**config.mk**
```make
export PLATFORM = sky130hd
export DESIGN_NAME = mul16_mitchell_core_flat
export DESIGN_NICKNAME = d
export VERILOG_FILES = /design/src/rtl/mul16_mitchell_core_if.sv /design/src/rtl/mul16_mitchell_core.sv /design/src/flat_wrapper.sv
export SDC_FILE = /design/constraint.sdc
export NUM_CORES = 1
export LEC_CHECK = 0
export BUFFER_PORTS_ARGS = -buffer_cell sky130_fd_sc_hd__buf_2
export CORE_MARGIN = 1
export CORE_UTILIZATION = 45
export DETAILED_ROUTE_END_ITERATION = 8
export HOLD_SLACK_MARGIN = 0.1
export PLACE_DENSITY = 0.6
export SLEW_MARGIN = 20
export SYNTH_ARGS = -nofsm -noshare
export SYNTH_HDL_FRONTEND = slang
export SYNTH_SLANG_ARGS = --single-unit
```
**constraint.sdc**
```tcl
create_clock -name clk -period 1.62 [get_ports clk]
set_input_delay 0.324 -clock clk [delete_from_list [all_inputs] [get_ports clk]]
set_output_delay 0.324 -clock clk [all_outputs]
set_load 0.03 [all_outputs]
```
**src/rtl/mul16_mitchell_core_if.sv**
```systemverilog
//------------------------------------------------------------------------------
// Module  : mul16_mitchell_core_if
// Brief   : Operand/result bundle for the Mitchell log-domain 16x16 multiplier.
// Revision: 1.0 - initial release
//------------------------------------------------------------------------------
`default_nettype none

interface mul16_mitchell_core_if;
  logic        in_valid;
  logic [15:0] a;
  logic [15:0] b;
  logic        out_valid;
  logic [31:0] c;

  modport master (
    output in_valid,
    output a,
    output b,
    input  out_valid,
    input  c
  );

  modport slave (
    input  in_valid,
    input  a,
    input  b,
    output out_valid,
    output c
  );
endinterface

`default_nettype wire

```
**src/rtl/mul16_mitchell_core.sv**
```systemverilog
//------------------------------------------------------------------------------
// Module  : mul16_mitchell_core
// Brief   : Unsigned 16x16 -> 32 Mitchell approximate multiplier, 1/cycle.
//           Define MUL16_MITCHELL_PIPE2_EN for a 2-cycle (two-stage) build.
// Revision: 1.0 - initial release
//------------------------------------------------------------------------------
`default_nettype none

module mul16_mitchell_core (
  input  wire logic             clk,
  input  wire logic             rst_n,
  mul16_mitchell_core_if.slave  bus
);

  // Highest set bit index; the value for a zero operand is irrelevant
  // because the zero flag overrides the product.
  function automatic logic [3:0] lead_one(input logic [15:0] v);
    lead_one = 4'd0;
    for (int i = 0; i < 16; i++) begin
      if (v[i]) lead_one = 4'(i);
    end
  endfunction

  logic [3:0]  w_ka;
  logic [3:0]  w_kb;
  logic [14:0] w_fa;
  logic [14:0] w_fb;
  logic [15:0] w_s;
  logic        w_zero;

  always_comb begin
    w_ka   = lead_one(bus.a);
    w_kb   = lead_one(bus.b);
    w_fa   = 15'((bus.a & ~(16'd1 << w_ka)) << (4'd15 - w_ka));
    w_fb   = 15'((bus.b & ~(16'd1 << w_kb)) << (4'd15 - w_kb));
    w_s    = {1'b0, w_fa} + {1'b0, w_fb};
    w_zero = (bus.a == 16'd0) || (bus.b == 16'd0);
  end

  logic [3:0]  w_st_ka;
  logic [3:0]  w_st_kb;
  logic [15:0] w_st_s;
  logic        w_st_zero;
  logic        w_st_valid;

`ifdef MUL16_MITCHELL_PIPE2_EN
  logic [3:0]  r_ka;
  logic [3:0]  r_kb;
  logic [15:0] r_s;
  logic        r_zero;
  logic        r_valid;

  always_ff @(posedge clk or negedge rst_n) begin
    if (!rst_n) begin
      r_ka    <= 4'd0;
      r_kb    <= 4'd0;
      r_s     <= 16'd0;
      r_zero  <= 1'b0;
      r_valid <= 1'b0;
    end else begin
      r_valid <= bus.in_valid;
      if (bus.in_valid) begin
        r_ka   <= w_ka;
        r_kb   <= w_kb;
        r_s    <= w_s;
        r_zero <= w_zero;
      end
    end
  end

  assign w_st_ka    = r_ka;
  assign w_st_kb    = r_kb;
  assign w_st_s     = r_s;
  assign w_st_zero  = r_zero;
  assign w_st_valid = r_valid;
`else
  assign w_st_ka    = w_ka;
  assign w_st_kb    = w_kb;
  assign w_st_s     = w_s;
  assign w_st_zero  = w_zero;
  assign w_st_valid = bus.in_valid;
`endif

  logic [4:0]  w_k;
  logic [4:0]  w_k1;
  logic [47:0] w_wide;
  logic [31:0] w_prod;

  // A carry out of the fraction sum means the antilog mantissa is S itself
  // with one extra doubling; otherwise the implicit leading one is restored.
  always_comb begin
    w_k    = {1'b0, w_st_ka} + {1'b0, w_st_kb};
    w_k1   = w_k + 5'd1;
    w_wide = w_st_s[15] ? (48'(w_st_s) << w_k1)
                        : (48'({1'b1, w_st_s[14:0]}) << w_k);
    w_prod = w_st_zero ? 32'd0 : 32'(w_wide >> 15);
  end

  logic        r_out_valid;
  logic [31:0] r_c;

  always_ff @(posedge clk or negedge rst_n) begin
    if (!rst_n) begin
      r_out_valid <= 1'b0;
      r_c         <= 32'd0;
    end else begin
      r_out_valid <= w_st_valid;
      if (w_st_valid) r_c <= w_prod;
    end
  end

  assign bus.out_valid = r_out_valid;
  assign bus.c         = r_c;

endmodule

`default_nettype wire

```
**src/flat_wrapper.sv**
```systemverilog
// flat-port wrapper written by rule: the top's interface ports become plain ports
module mul16_mitchell_core_flat 
  (clk, rst_n, bus_in_valid, bus_a, bus_b, bus_out_valid, bus_c);
  mul16_mitchell_core_if bus_i ();
  input  wire logic clk;
  input  wire logic rst_n;
  input wire logic [$bits(bus_i.in_valid)-1:0] bus_in_valid;
  input wire logic [$bits(bus_i.a)-1:0] bus_a;
  input wire logic [$bits(bus_i.b)-1:0] bus_b;
  output wire logic [$bits(bus_i.out_valid)-1:0] bus_out_valid;
  output wire logic [$bits(bus_i.c)-1:0] bus_c;
  assign bus_i.in_valid = bus_in_valid;
  assign bus_i.a = bus_a;
  assign bus_i.b = bus_b;
  assign bus_out_valid = bus_i.out_valid;
  assign bus_c = bus_i.c;
  mul16_mitchell_core u_core (.clk(clk), .rst_n(rst_n), .bus(bus_i));
endmodule
```
==> flow_summary.toml <==
[cts]
path_clk_slew_ps = 60
clk_latency_ps = 280
cts_tree = "built"
cts_inserted_buffers = 5
clockRootBuffer = "clkbuf_16"
htreeDepth = 2
cts_buffer_depth = 2
cts_sinks = 33

[logic_synthesis]
syn_area_per_cell_sq_um = 7.45
syn-cell-area_sq_um = 6720
synthArstFlopShare = 1.00
synth_cells = 902
yosysWarnings = 0
synth.distinct_cells = 97
ys_seq_elements = 33
syn_nets = 960
seq_area_frac_synth = 0.123
ys.flop_type = "dfrtp_1"
synth_edf_count = 0

[layout]
nets = 1354
final_util = 0.790
syn_to_final_growth_pct = 71.0
fillCellCount = 927
diodes = 0
multi_input_area_sq_um = 6710
ff_latch_area_sq_um = 826
drive_above_1_share = 0.533

[critical_path]
crit_path_end_kind = "flip-flop"
timing.rr.end = "u_core.bus.c[1]"
required_ps = 1800
endpoint = "u_core.bus.c[4]"
reg2reg_depth = 4
r2r_setup_slack_ps = 310
worst-setup-path-type = "input port to flip-flop"
path_max_fanout = 6
crit_arrival_ps = 5140
startpoint_type = "input port"
cp-startpoint = "bus_b[2]"
r2r-start = "u_core.bus.c[1]"

[detailed_routing]
routedWlPerCell_um = 23.5
drt_iter0_drc = 1457
viasPerCell = 6.73
drt_first_pass_iters = 5
ant_nets = 0
wl_um = 34700
num_vias = 9966
drc = 0

[power_and_ir_drop]
intPower_uw = 7730
p_leak_uw = 0.00501
switching_share = 0.502
power_frac_clock = 0.060
cellPowerDensity_nw_per_um2 = 1350
power.share.sequential = 0.087
switchingPower_uw = 7800
ir_drop_v = 0.00113
pwr-share-comb = 0.853

[sta]
fin_crit_sh = 3.06
slew_headroom = 0.563
clock.fmax_ghz = 0.202
clock_skew_ps = 0
slew_violations = 0
hold_viol = 0
rsz0062_at_grt = "yes"
tightestPinTransition_ps = 651
setup_slack_ps = -3340
finalCriticalPeriod_ps = 4960
setup_viol = 32

[global_routing]
grtUsageTotal = 0.421
grt_pass1_wl_um = 49800
grt_pass1_vias = 9247
grt.overflow.total = 0
antenna_found_initial = 1
grt_start_max_net_pins = 34

[floorplanning]
die_w_um = 124
core_sq_um = 14500
initial_utilization = 0.462
fp-row-count = 44
die_h_um = 124
design.die.area_sq_um = 15400
io_pins = 68

[hold_path]
hold_start = "bus_in_valid"
hold_path_class = "input port to flip-flop"

[placement]
io_buffer_count = 67
place_ws_ps = -3620
dpl.hpwl_um = 24800
place.gp.congestion = 1.05

[job]
cap_viol_max_count = 0

[run_status]
violations = "negative setup slack"
status = "complete, but fails checks"
## stage by stage
stage	std cells	power [uW]	hold WS, ps	cell area [sq um]	TNS [ps]
global route	1481	16200	251	11500	-105110
CTS	1455	13700	249	10600	-93880
floorplan	902	7300	28.4	7000	-88170
finish	1481	15500	255	11500	-100850
detailed placement	1424	11800	382	9730	-111160
global placement	1424	11600	372	9730	-108600
## state kept, by name (all words and copies together), names as in the netlist
name	count
u_core.bus.c	32
u_core.bus.out_valid	1
## cells in the final DEF, fill, tap and decap left out, types with 9 or more instances in the layout
cell / count
mux2i_1: 19
inv_1: 28
nor2b_1: 11
mux2i_4: 12
nand3_1: 28
ha_1: 13
o211ai_1: 25
nor4_1: 9
o21ai_0: 38
nand2_1: 83
a21o_1: 15
nor2_1: 83
mux4_2: 19
a31oi_1: 11
a21oi_2: 13
nand4_1: 9
a21oi_1: 48
buf_2: 64
buf_4: 346
nor3_1: 12
dfrtp_1: 33
buf_6: 31
## kinds of logic after synthesis
group | Yosys count | share of synthesized area
compound gates | 340 | 0.375
flops | 33 | 0.123
fa+ha+maj | 23 | 0.0451
xor+xnor | 13 | 0.0197
buf+inv | 100 | 0.0667
mux | 69 | 0.141
simple gates | 324 | 0.230
## power groups by stage
stage	clock network, uW	registers, uW	logic (uW)
floorplan	0	1980	5320
global placement	0	1350	10200
detailed placement	0	1360	10400
CTS	935	1350	11400
global route	973	1390	13800
finish	933	1350	13200
## cell usage after synthesis (13+ instances only)
master	n	share of area
a211oi_1	14	0.016
a21o_1	17	0.019
a21oi_1	64	0.048
a31oi_1	15	0.014
clkbuf_1	37	0.021
dfrtp_1	33	0.12
ha_1	21	0.039
inv_1	31	0.017
mux2i_1	39	0.058
mux4_2	19	0.064
nand2_1	86	0.048
nand3_1	33	0.025
nor2_1	98	0.055
nor2b_1	13	0.012
nor3_1	18	0.013
nor4_1	13	0.012
o211ai_1	25	0.028
o21ai_0	52	0.039
o221ai_1	14	0.018
## worst max-delay path, cell delays in order
cell      delay [ps]
buf_2            130
nand2b_1         120
a21oi_1           60
o21bai_1         190
a21oi_2          110
o211a_4          270
buf_4            150
o21ai_0          300
o311ai_4         180
mux2i_1          220
and2_1           210
ha_4             230
buf_4            130
buf_4            170
o21ai_0          330
nand3_1          190
o211ai_1         160
buf_4            170
buf_4            110
nand3b_1         120
o221ai_2         160
a211oi_1         350
buf_4            180
o21ai_0          110
a21o_1           260
a21oi_2          210
## area by class of cell
| type | instances | area share |
|---|---|---|
| multi-input cells | 769 | 0.584 |
| repair buffers | 451 | 0.300 |
| flip-flops and latches | 33 | 0.0719 |
| well taps | 184 | 0.0200 |
| inverters | 36 | 0.0119 |
| clock buffers | 5 | 0.0109 |
| clock inverters | 3 | 0.00152 |
## per-layer routing
| layer | vias up | global-route usage | wire length [um] |
|---|---|---|---|
| li1 | 4287 | - | - |
| met1 | 4731 | 0.562 | 13500 |
| met2 | 798 | 0.660 | 15500 |
| met3 | 148 | 0.113 | 4440 |
| met4 | 2 | 0.126 | 1360 |
| met5 | - | 0 | 11 |
## worst min-delay path by stage
stage | end | slack, ps | depth (start not counted)
2_1_floorplan | u_core.bus.c[0] | 30 | 0
3_3_place_gp | u_core.bus.out_valid | 370 | 2
3_5_place_dp | u_core.bus.out_valid | 380 | 2
4_1_cts | u_core.bus.out_valid | 250 | 1
5_1_grt | u_core.bus.out_valid | 250 | 1
6_report | u_core.bus.out_valid | 260 | 1
## repair_timing
action                                  4_1_cts  5_1_grt
setup buffers                                21       32
endpoints found under the setup margin       32       32
gates resized for setup                     114      128
cloned                                        1        0
endpoints found under the hold margin        33        0
pin swaps                                    35       70
hold buffers                                  1        0
(Power assumes the default switching activity.)
